[config.mk]
export PLATFORM = sky130hd
export DESIGN_NAME = kick_controller_flat
export DESIGN_NICKNAME = d
export VERILOG_FILES = /design/src/rtl/kick_if.sv /design/src/rtl/kick_controller.sv /design/src/flat_wrapper.sv
export SDC_FILE = /design/constraint.sdc
export NUM_CORES = 1
export LEC_CHECK = 0
export CAP_MARGIN = 20
export CORE_AREA = 2 2 122 124
export DETAILED_ROUTE_END_ITERATION = 6
export DIE_AREA = 0 0 124 126
export GPL_ROUTABILITY_DRIVEN = 0
export PLACE_DENSITY_LB_ADDON = 0.15
export SLEW_MARGIN = 20
export SYNTH_ARGS = -nofsm -noshare
export SYNTH_HDL_FRONTEND = slang
export SYNTH_SLANG_ARGS = --single-unit
[constraint.sdc]
create_clock -name clk -period 9.8 [get_ports clk]
set_input_delay 0.98 -clock clk [delete_from_list [all_inputs] [get_ports clk]]
set_output_delay 0.98 -clock clk [all_outputs]
set_load 0.01 [all_outputs]
[src/rtl/kick_if.sv]
// kick_if: CPU/sensor-side request and solenoid-drive bundle for kick_controller (force_i only with KICK_FORCE_EN).
interface kick_if #(
  parameter int NCH = 2,
  parameter int PW  = 32
);
  localparam int CW = (NCH > 1) ? $clog2(NCH) : 1;
  logic           arm_i;
  logic [CW-1:0]  ch_sel_i;
  logic [PW-1:0]  pulse_len_i;
  logic           detect_i;
  logic           cap_ok_i;
`ifdef KICK_FORCE_EN
  logic           force_i;
`endif
  logic [NCH-1:0] dout_o;
  logic           done_o;
  logic           armed_o;
  logic           busy_o;
  logic           err_o;
  modport master (
`ifdef KICK_FORCE_EN
    output force_i,
`endif
    output arm_i, ch_sel_i, pulse_len_i, detect_i, cap_ok_i,
    input  dout_o, done_o, armed_o, busy_o, err_o
  );
  modport slave (
`ifdef KICK_FORCE_EN
    input  force_i,
`endif
    input  arm_i, ch_sel_i, pulse_len_i, detect_i, cap_ok_i,
    output dout_o, done_o, armed_o, busy_o, err_o
  );
endinterface

[src/rtl/kick_controller.sv]
// kick_controller: multi-channel kicker driver (arm/fire/cooldown, pulse clamp, charge interlock).
// Define KICK_FORCE_EN to let force_i fire an armed shot without detect_i.
module kick_controller #(
  parameter int NCH         = 2,
  parameter int PW          = 32,
  parameter int MAX_PULSE   = 200000,
  parameter int ARM_TIMEOUT = 50000000,
  parameter int DONE_LEN    = 1600,
  parameter int COOLDOWN    = 100000
) (
  input logic  clk,
  input logic  reset,
  kick_if.slave k
);
  localparam int CW = (NCH > 1) ? $clog2(NCH) : 1;
  typedef enum logic [1:0] {IDLE, ARMED, FIRE, COOL} state_t;
  state_t        state_q, state_d;
  logic [CW-1:0] ch_q, ch_d;
  logic [PW-1:0] len_q, len_d, cnt_q, cnt_d, dcnt_q, dcnt_d, cnt_inc, len_clamp;
  logic          err_q, err_d, valid, fire;
  assign valid     = int'(k.ch_sel_i) < NCH && k.pulse_len_i != '0;
  assign len_clamp = (k.pulse_len_i > PW'(MAX_PULSE)) ? PW'(MAX_PULSE) : k.pulse_len_i;
  assign cnt_inc   = cnt_q + PW'(cnt_q != '1);
`ifdef KICK_FORCE_EN
  assign fire = k.cap_ok_i && (k.detect_i || k.force_i);
`else
  assign fire = k.cap_ok_i && k.detect_i;
`endif
  // cnt_q is shared: arm-idle timer in ARMED, pulse timer in FIRE, hold-off in COOL
  always_comb begin
    state_d = state_q;
    ch_d    = ch_q;
    len_d   = len_q;
    cnt_d   = cnt_inc;
    err_d   = 1'b0;
    dcnt_d  = dcnt_q - PW'(dcnt_q != '0);
    case (state_q)
      IDLE: begin
        cnt_d = '0;
        err_d = k.arm_i && !valid;
        if (k.arm_i && valid) begin
          ch_d    = k.ch_sel_i;
          len_d   = len_clamp;
          state_d = ARMED;
        end
      end
      ARMED: begin
        if (k.arm_i) begin
          err_d = !valid;
          cnt_d = valid ? '0 : cnt_q;
          ch_d  = valid ? k.ch_sel_i : ch_q;
          len_d = valid ? len_clamp : len_q;
        end else if (fire) begin
          state_d = FIRE;
          cnt_d   = '0;
          dcnt_d  = PW'(DONE_LEN);
        end else if (cnt_q == PW'(ARM_TIMEOUT - 1)) begin
          state_d = IDLE;
          cnt_d   = '0;
        end
      end
      FIRE: begin
        err_d = k.arm_i;
        if (cnt_q == len_q - 1'b1) begin
          state_d = (COOLDOWN == 0) ? IDLE : COOL;
          cnt_d   = '0;
        end
      end
      COOL: begin
        err_d = k.arm_i;
        if (cnt_q == PW'(COOLDOWN - 1)) begin
          state_d = IDLE;
          cnt_d   = '0;
        end
      end
      default: state_d = IDLE;
    endcase
  end
  always_ff @(posedge clk) begin
    if (!reset) begin
      state_q <= IDLE;
      ch_q    <= '0;
      len_q   <= '0;
      cnt_q   <= '0;
      dcnt_q  <= '0;
      err_q   <= 1'b0;
    end else begin
      state_q <= state_d;
      ch_q    <= ch_d;
      len_q   <= len_d;
      cnt_q   <= cnt_d;
      dcnt_q  <= dcnt_d;
      err_q   <= err_d;
    end
  end
  assign k.dout_o  = (state_q == FIRE) ? NCH'(1) << ch_q : '0;
  assign k.done_o  = dcnt_q != '0;
  assign k.armed_o = state_q == ARMED;
  assign k.busy_o  = state_q == FIRE || state_q == COOL;
  assign k.err_o   = err_q;
endmodule

[src/flat_wrapper.sv]
// flat-port wrapper written by rule: the top's interface ports become plain ports
module kick_controller_flat 
#(
  parameter int NCH         = 2,
  parameter int PW          = 32,
  parameter int MAX_PULSE   = 200000,
  parameter int ARM_TIMEOUT = 50000000,
  parameter int DONE_LEN    = 1600,
  parameter int COOLDOWN    = 100000
)
  (clk, reset, k_arm_i, k_ch_sel_i, k_pulse_len_i, k_detect_i, k_cap_ok_i, k_dout_o, k_done_o, k_armed_o, k_busy_o, k_err_o);
  kick_if #(.NCH(NCH), .PW(PW)) k_i ();
  input logic clk;
  input logic reset;
  input wire logic [$bits(k_i.arm_i)-1:0] k_arm_i;
  input wire logic [$bits(k_i.ch_sel_i)-1:0] k_ch_sel_i;
  input wire logic [$bits(k_i.pulse_len_i)-1:0] k_pulse_len_i;
  input wire logic [$bits(k_i.detect_i)-1:0] k_detect_i;
  input wire logic [$bits(k_i.cap_ok_i)-1:0] k_cap_ok_i;
  output wire logic [$bits(k_i.dout_o)-1:0] k_dout_o;
  output wire logic [$bits(k_i.done_o)-1:0] k_done_o;
  output wire logic [$bits(k_i.armed_o)-1:0] k_armed_o;
  output wire logic [$bits(k_i.busy_o)-1:0] k_busy_o;
  output wire logic [$bits(k_i.err_o)-1:0] k_err_o;
  assign k_i.arm_i = k_arm_i;
  assign k_i.ch_sel_i = k_ch_sel_i;
  assign k_i.pulse_len_i = k_pulse_len_i;
  assign k_i.detect_i = k_detect_i;
  assign k_i.cap_ok_i = k_cap_ok_i;
  assign k_dout_o = k_i.dout_o;
  assign k_done_o = k_i.done_o;
  assign k_armed_o = k_i.armed_o;
  assign k_busy_o = k_i.busy_o;
  assign k_err_o = k_i.err_o;
  kick_controller #(.NCH(NCH), .PW(PW), .MAX_PULSE(MAX_PULSE), .ARM_TIMEOUT(ARM_TIMEOUT), .DONE_LEN(DONE_LEN), .COOLDOWN(COOLDOWN)) u_core (.clk(clk), .reset(reset), .k(k_i));
endmodule
# After elaboration in Yosys (flattened, before gate mapping)
# Cells that the tools add are included.
# classes
div_mod_pow	0
n_bitwise	0
n_reduce_logical	12
shifts	1
n_mul	0
order_cmp	1
eq_ne	15
mux	29
n_addsub	3
# ops
op	n
32-bit two-way mux	13
32-bit case mux with 4 select lines	1
32-bit case mux with 2 select lines	1
32-bit nonzero test	2
32-bit by 1-bit adder with 32-bit output	1
32-bit by 17-bit equality test with 1-bit output (second input constant)	1
32-bit by 26-bit equality test with 1-bit output (second input constant)	1
32-bit equality test	1
32-bit by 18-bit greater-than comparator with 1-bit output (second input constant)	1
32-bit != test (second input constant)	1
32-bit by 1-bit subtractor with 32-bit output	1
32-bit by 1-bit subtractor with 32-bit output (second input constant)	1
2-bit two-way mux	7
2-bit by 1-bit != test with 1-bit output (second input constant)	4
2-bit case mux with 4 select lines	1
5-bit AND reduction	1
2-bit equality test (second input constant)	2
1-bit two-way mux	4
2-bit != test (second input constant)	2
4-bit AND reduction	1
1-bit logical AND	3
3-bit by 1-bit != test with 1-bit output (second input constant)	1
3-bit by 2-bit != test with 1-bit output (second input constant)	1
1-bit case mux with 3 select lines	1
8 further kinds	8
# totals
word_cells	67
regBits	100
mem_bits_rw	0
romBits	0
output_inout_bits	6
n_memories	0
inputBits	38
latchBits	0

# Longest topological paths before layout
# Gate-level depths: netlist of run 1.
# logic_depth
depth_word	6
mapped_depth	17
depth_no_buf	17

# Least setup slack after synthesis of run 1
# Ideal clock, no wire load.
# synth_path
path_kind	register -> register
start	register u_core.dcnt_q[14]
end	register u_core.dcnt_q[20]
stages_incl_launch_ff	18
arrival_time_ps	3294
n_path_buf	1
period_less_slack_ps	3421
path_slack_ps	6379
setup_ps	128
t_required_ps	9672
cell_sequence	dfxtp_1 -> or4_1 -> nor4_1 -> nand2b_1 -> nor3_1 -> nand2b_1 -> nor3_1 -> nand4_1 -> ha_1 -> ha_1 -> nand2b_1 -> nor3b_1 -> nand2_1 -> or2_2 -> clkbuf_1 -> nor4_1 -> xnor2_1 -> nor2_1
# synth_via
elab_chain_cells	5
# synth_rtl
item	line_no	source
start, declared	kick_controller.sv:19	logic [PW-1:0] len_q, len_d, cnt_q, cnt_d, dcnt_q, dcnt_d, cnt_inc, len_clamp;
start signal, assigned	kick_controller.sv:92	dcnt_q <= dcnt_d;
32-bit nonzero test *	n/a	
via k_done_o	flat_wrapper.sv:21	output wire logic [$bits(k_i.done_o)-1:0] k_done_o;
32-bit by 1-bit subtractor with 32-bit output *	kick_controller.sv:36	dcnt_d = dcnt_q - PW'(dcnt_q != '0);
32-bit two-way mux	kick_controller.sv:53	end else if (fire) begin
32-bit two-way mux	kick_controller.sv:48	if (k.arm_i) begin
32-bit two-way mux *	kick_controller.sv:37	case (state_q)
# Mark *: on every way through the listed nets, which the timed path passes. The rest lies on a longest branch.
# A chain may end at the register's enable or synchronous reset.

# Final worst setup path of run 1
# layout_path
start	register u_core.dcnt_q[14]
end	output port k_done_o
# layout_via
elab_chain_cells	1
# layout_rtl
item	line_no	source
32-bit nonzero test	kick_controller.sv:97	assign k.done_o = dcnt_q != '0;
end, declared	flat_wrapper.sv:21	
# No other way between the ends.

==> impl_metrics.yaml, run 1 <==
clocking:
  ctsHoldBuffers: 0
  clk_pin_slew_ns: 0.07
  root_buffer: "clkbuf_16"
  cts_made_buffers: 9
  clock_latency_ns: 0.36
  post_cts_buffers: 0
  clkSinkCount: 100
  h-tree-depth: 3
  cts_tree: "built"
  cts_resized: 0
  ctsLongestPathBuffers: 2
grt:
  grt_start_max_net_pins: 55
  gr-usage-met1_pct: 24.2
  met2_usage_pct: 34.0
  top_usage_layer: "met2"
  grt_overflow: 0
  antenna_found_initial: 0
  grt_usage_pct: 19.9
  grt_use_met3_pct: 4.26
  grt_pass1_wl_um: 24600
  grt_pass1_vias: 4811
sta:
  fin_crit_ns: 4.21
  rsz0062_at_grt: "false"
  fin_setup_tns_ns: 0
  worstMarginPinSlew_ns: 1.04
  post-route-period-util_pct: 43.0
  finClkSkew_ns: 0.0102
  clock.fmax_ghz: 0.237
  slew_viol_final: 0
  finalSetupViolCount: 0
  slew_headroom_pct: 30.7
  final_hold_viol_count: 0
synth:
  synth_edf_count: 0
  yosysSeqAreaShare_pct: 35.8
  syn_area_mm2: 0.00560
  synth-warning-count: 0
  synthesis.nets: 742
  ys_seq_elements: 100
  ys_types: 63
  syn_avg_cell_area_um2: 8.01
  ys_async_sr_fraction_pct: 0
  netlist_instances: 699
  ys_dominant_reg_cell: "dfxtp_1"
floorplanning:
  ioPinCount: 44
  rows: 44
  start_util_pct: 39.1
  die_y_um: 126
  coreArea_mm2: 0.0143
  fp.dieArea_mm2: 0.0156
  die_x_um: 124
placement:
  hpwl_um: 10900
  port_buffers: 43
routing:
  wirelength_um: 14800
  viasPerCell: 5.72
  wl_per_cell_um: 16.4
  vias: 5174
  drtIter0Drc: 311
  antenna_left: 0
  drc: 0
  first_pass_iters: 5
status:
  outcome: "completed"
worst_setup_path:
  path_class: "register to output port"
  cp_slowest_stage_delay_ns: 0.59
  worstPathCellList: "or4_1 > nor4_1 > nand2b_1 > nor3_1 > nand2b_1 > nor3_1 > nand4_1 > clkdlybuf4s50_1"
  worstPathMaxFanout: 6
  cpMaxStageDelayCell: "or4_1"
  arrival_ns: 3.23
  cp-end-kind: "output port"
  required_ns: 8.82
  start_kind: "register"
finish:
  diodes: 0
  syn_to_final_growth_pct: 14.9
  utilization_pct: 45.0
  layout.nets: 760
  fill_cells: 1416
  layout-drive-gt1-share_pct: 4.99
power:
  leakage_nw: 2.44
  p_per_area_mw_per_mm2: 199
  ir_drop_uv: 122
min_path:
  min_path_type: "register to register"
job:
  maxCapViolCount: 0
==> flip-flops by register name, indices dropped and copies added (netlist names), named ones only <==
signal,flops
u_core.state_q,1
u_core.cnt_q,32
u_core.k.err_o,1
u_core.dcnt_q,32
u_core.ch_q,1
u_core.len_q,32
==> layout make-up <==
class / instances / area (µm²) / area share [%]
Multi-Input combinational cell: 543 / 3370 / 52.3
Sequential cell: 100 / 2000 / 31.1
Inverter: 18 / 67.6 / 1.05
Tap cell: 184 / 230 / 3.58
Clock buffer: 9 / 225 / 3.50
Timing Repair Buffer: 45 / 445 / 6.92
Clock inverter: 6 / 96.3 / 1.50
==> report_power, final <==
part           switching, mW  internal (mW)  total (mW)
registers             0.0539          0.466       0.520
logic                  0.207          0.164       0.370
clock network          0.167          0.226       0.392
total                  0.427          0.856        1.28
==> through the flow <==
| stage | worst slack [ns] | instances | hold WS, ns | power [mW] | instance area [µm²] |
|---|---|---|---|---|---|
| 4_1_cts | 5.54 | 905 | 0.479 | 1.29 | 6430 |
| 2_1_floorplan | 6.38 | 699 | 0.445 | 0.809 | 5600 |
| 5_1_grt | 5.24 | 905 | 0.515 | 1.37 | 6430 |
| 6_report | 5.59 | 905 | 0.476 | 1.28 | 6430 |
| 3_5_place_dp | 5.79 | 890 | 0.469 | 0.900 | 6110 |
| 3_3_place_gp | 5.83 | 890 | 0.459 | 0.885 | 6110 |
==> path summary, 6_finish.rpt <==
kind                           from                end  slack (ns)  cells after the start
hold reg to reg    u_core.dcnt_q[7]   u_core.dcnt_q[7]        0.48                      2
setup / recovery  u_core.dcnt_q[14]           k_done_o        5.59                      8
hold / removal     u_core.dcnt_q[7]   u_core.dcnt_q[7]        0.48                      2
setup reg to reg  u_core.dcnt_q[14]  u_core.dcnt_q[20]        5.92                     16
==> layer usage <==
metal,part of all wire (%),vias up
met4,2.2,0
li1,-,2592
met3,3.8,22
met5,0,-
met1,45,2442
met2,49,118
==> placed cells by master, fill, tap and decap left out, types with 26 or more instances in the layout <==
master           instances
a21oi_1                 36
clkdlybuf4s50_1         43
dfxtp_1                100
nand2_1                 56
nand3_1                 30
nor2_1                  81
nor3_1                  28
o21ai_0                 30
xnor2_1                 32
xor2_1                  26
==> cell usage after synthesis, types with 2 or more instances <==
cell / count / area share, %
dfxtp_1: 100 / 36
nor2_1: 81 / 5.4
nand2_1: 56 / 3.8
a21oi_1: 36 / 3.2
clkbuf_1: 32 / 2.1
xnor2_1: 32 / 5.0
nand3_1: 30 / 2.7
o21ai_0: 30 / 2.7
nor3_1: 28 / 2.5
xor2_1: 26 / 4.1
and3_1: 25 / 2.8
nor4_1: 25 / 2.8
a31oi_1: 23 / 2.6
inv_1: 17 / 1.1
nand4_1: 13 / 1.5
or3_1: 13 / 1.5
a22oi_1: 12 / 1.6
nand2b_1: 9 / 1.0
nor2b_1: 9 / 1.0
a22o_1: 8 / 1.3
a21o_1: 7 / 0.94
or4_1: 7 / 0.94
ha_1: 5 / 1.1
nor4b_1: 5 / 0.78
or2_2: 5 / 0.56
nand3b_1: 4 / 0.54
nand4b_1: 4 / 0.63
nor3b_1: 4 / 0.54
a221o_1: 3 / 0.54
and4_1: 3 / 0.47
buf_6: 3 / 0.60
nor3_4: 3 / 0.87
o31ai_1: 3 / 0.40
a211oi_1: 2 / 0.27
a221oi_1: 2 / 0.31
a41oi_1: 2 / 0.31
buf_2: 2 / 0.18
mux2i_1: 2 / 0.36
nor4_2: 2 / 0.45
o211ai_1: 2 / 0.27
o221ai_1: 2 / 0.31
==> worst max-delay path: cells and delay by family, from the launching register on <==
kind | cells | cell delay (ns)
buf+inv | 1 | 0.53
simple gates | 7 | 1.99
flops | 1 | 0.35
==> cell families (layout without fill, tap and decap cells) <==
family,count (synthesis),in the layout,synth area share [%]
fa+ha+maj,5,5,1.12
compound gates,144,144,16.9
simple gates,334,334,32.6
buf+inv,56,78,4.20
flops,100,100,35.8
mux,2,2,0.358
xor+xnor,58,58,9.07
No activity file was read; power rests on OpenSTA's default activity.
==> run 2, diff against run 1 <==
==> constraint.sdc (replaced) <==
create_clock -name clk -period 3.7 [get_ports clk]
set_input_delay 0.37 -clock clk [delete_from_list [all_inputs] [get_ports clk]]
set_output_delay 0.37 -clock clk [all_outputs]
set_load 0.01 [all_outputs]
==> run 2 against run 1 <==
Compared with the run above: sequential share of layout area fell by 0.87 points; final cell count grew 2.8%; non-clock buffer count increased by 24; clock power rose by 130%; critical path type is now register to register; highest routed layer unchanged.
==> impl_metrics.yaml, run 2 (synthesized netlist as in run 1, its figures left out) <==
status:
  outcome: "completed"
power:
  ir_drop_uv: 250
  p_per_area_mw_per_mm2: 517
  leakage_nw: 2.55
floorplanning:
  fp.dieArea_mm2: 0.0156
  die_x_um: 124
  coreArea_mm2: 0.0143
  start_util_pct: 39.1
  rows: 44
  ioPinCount: 44
  die_y_um: 126
worst_setup_path:
  worstSetupEndpoint: "u_core.cnt_q[2]"
  worstPathMaxFanout: 6
  r2r_cells: 10
  reg2reg_to: "u_core.cnt_q[2]"
  required_ns: 3.93
  reg2reg_from: "u_core.len_q[9]"
  path_class: "register to register"
  arrival_ns: 3.71
  cp-end-kind: "register"
  r2r_slack_ns: 0.22
  start_kind: "register"
  crit_start: "u_core.len_q[9]"
sta:
  fin_crit_ns: 3.48
  hold_ws_ns: 0.475
  slew_headroom_pct: 35.8
  post-route-period-util_pct: 94.0
  worstMarginPinSlew_ns: 0.961
  finalSetupViolCount: 0
  slew_viol_final: 0
  finClkSkew_ns: 0.00857
  rsz0062_at_grt: "true"
  fin_setup_tns_ns: 0
  worst_slack_ns: 0.222
  clock.fmax_ghz: 0.288
  final_hold_viol_count: 0
routing:
  wl_per_cell_um: 16.2
  first_pass_iters: 5
  drc: 0
  drtIter0Drc: 327
  wirelength_um: 15100
  vias: 5302
  viasPerCell: 5.70
  antenna_left: 0
finish:
  final_common_cell: "dfxtp_1"
  layout.nets: 784
  fill_cells: 1460
  postLayoutCellArea_mm2: 0.00662
  syn_to_final_growth_pct: 18.2
  final_cell_mix: "dfxtp_1 (100), nor2_1 (81), nand2_1 (56)"
  top_regs: "u_core.cnt_q: 32 flops, u_core.dcnt_q: 32 flops, u_core.len_q: 32 flops"
  layout-drive-gt1-share_pct: 8.71
  diodes: 0
clocking:
  h-tree-depth: 3
  cts_made_buffers: 9
  ctsLongestPathBuffers: 2
  ctsHoldBuffers: 0
  root_buffer: "clkbuf_16"
  clkSinkCount: 100
  clock_latency_ns: 0.35
  clk_pin_slew_ns: 0.07
  cts_tree: "built"
placement:
  port_buffers: 43
  pre_cts_ws_ns: 0.113
  hpwl_um: 11000
  post_dp_cell_area_mm2: 0.00630
min_path:
  min_path_type: "register to register"
grt:
  antenna_found_initial: 0
  grt_pass1_vias: 4989
  grt_pass1_wl_um: 24700
  grt_overflow: 0
  grt_usage_pct: 19.9
  grt_start_max_net_pins: 55
job:
  maxCapViolCount: 0
## run 2: cell types whose count changed in the layout (fill, tap and decap cells not counted), sizes merged
| cell | previous run | this run |
|---|---|---|
| buf | 2 | 26 |
| bufinv | 2 | 0 |
| inv | 19 | 20 |
| clkinv | 2 | 4 |
## run 2: final cells by class
cell class / instances / area [µm²] / share of cell area, %
Tap cell: 184 / 230 / 3.48
Inverter: 18 / 67.6 / 1.02
Clock buffer: 9 / 225 / 3.40
Clock inverter: 7 / 58.8 / 0.888
Timing Repair Buffer: 69 / 638 / 9.64
Sequential cell: 100 / 2000 / 30.2
Multi-Input combinational cell: 543 / 3400 / 51.3
## run 2: power breakdown
group,switching [mW],internal (mW),total (mW)
registers,0.155,1.24,1.39
clock network,0.443,0.467,0.910
logic,0.592,0.533,1.13
## run 2: worst min-delay path by stage
stage,depth (start not counted),end,slack [ns],start
4_1_cts,2,u_core.ch_q,0.48,u_core.ch_q
3_3_place_gp,2,u_core.ch_q,0.46,u_core.ch_q
2_1_floorplan,2,u_core.ch_q,0.45,u_core.ch_q
5_1_grt,2,u_core.dcnt_q[7],0.51,u_core.dcnt_q[7]
6_report,2,u_core.ch_q,0.47,u_core.ch_q
3_5_place_dp,2,u_core.ch_q,0.47,u_core.ch_q
## run 2: what timing repair did
| item | in CTS | in global routing |
|---|---|---|
| buffers inserted | 0 | 1 |
| resized for setup | 0 | 6 |
| hold endpoints to repair | 0 | 0 |
| endpoints found under the setup margin | 0 | 23 |
## run 2: metrics by stage
stage	cells	total power [mW]	utilization, %
3_3_place_gp	913	2.38	44.0
2_1_floorplan	699	2.14	-
6_report	930	3.43	46.3
3_5_place_dp	913	2.41	44.0
4_1_cts	929	3.33	46.0
5_1_grt	930	3.66	46.3
## run 2: per-layer routing
metal / vias up / track usage (%) / part of all wire [%]
met5: - / 0 / 0
met4: 0 / 7.53 / 2.6
met3: 24 / 3.67 / 3.7
met2: 107 / 34.3 / 49
met1: 2536 / 24.5 / 44
li1: 2635 / - / -
## run 2: worst max-delay path, stage by stage (launching register included)
cell      delay [ns]
dfxtp_1         0.35
nor2_1          0.43
nand4_4         0.21
nor4_4          0.45
and3_1          0.25
o211ai_1        0.10
or4_4           0.57
nor4_2          0.39
o21ai_1         0.31
nand3b_1        0.19
a31oi_1         0.10
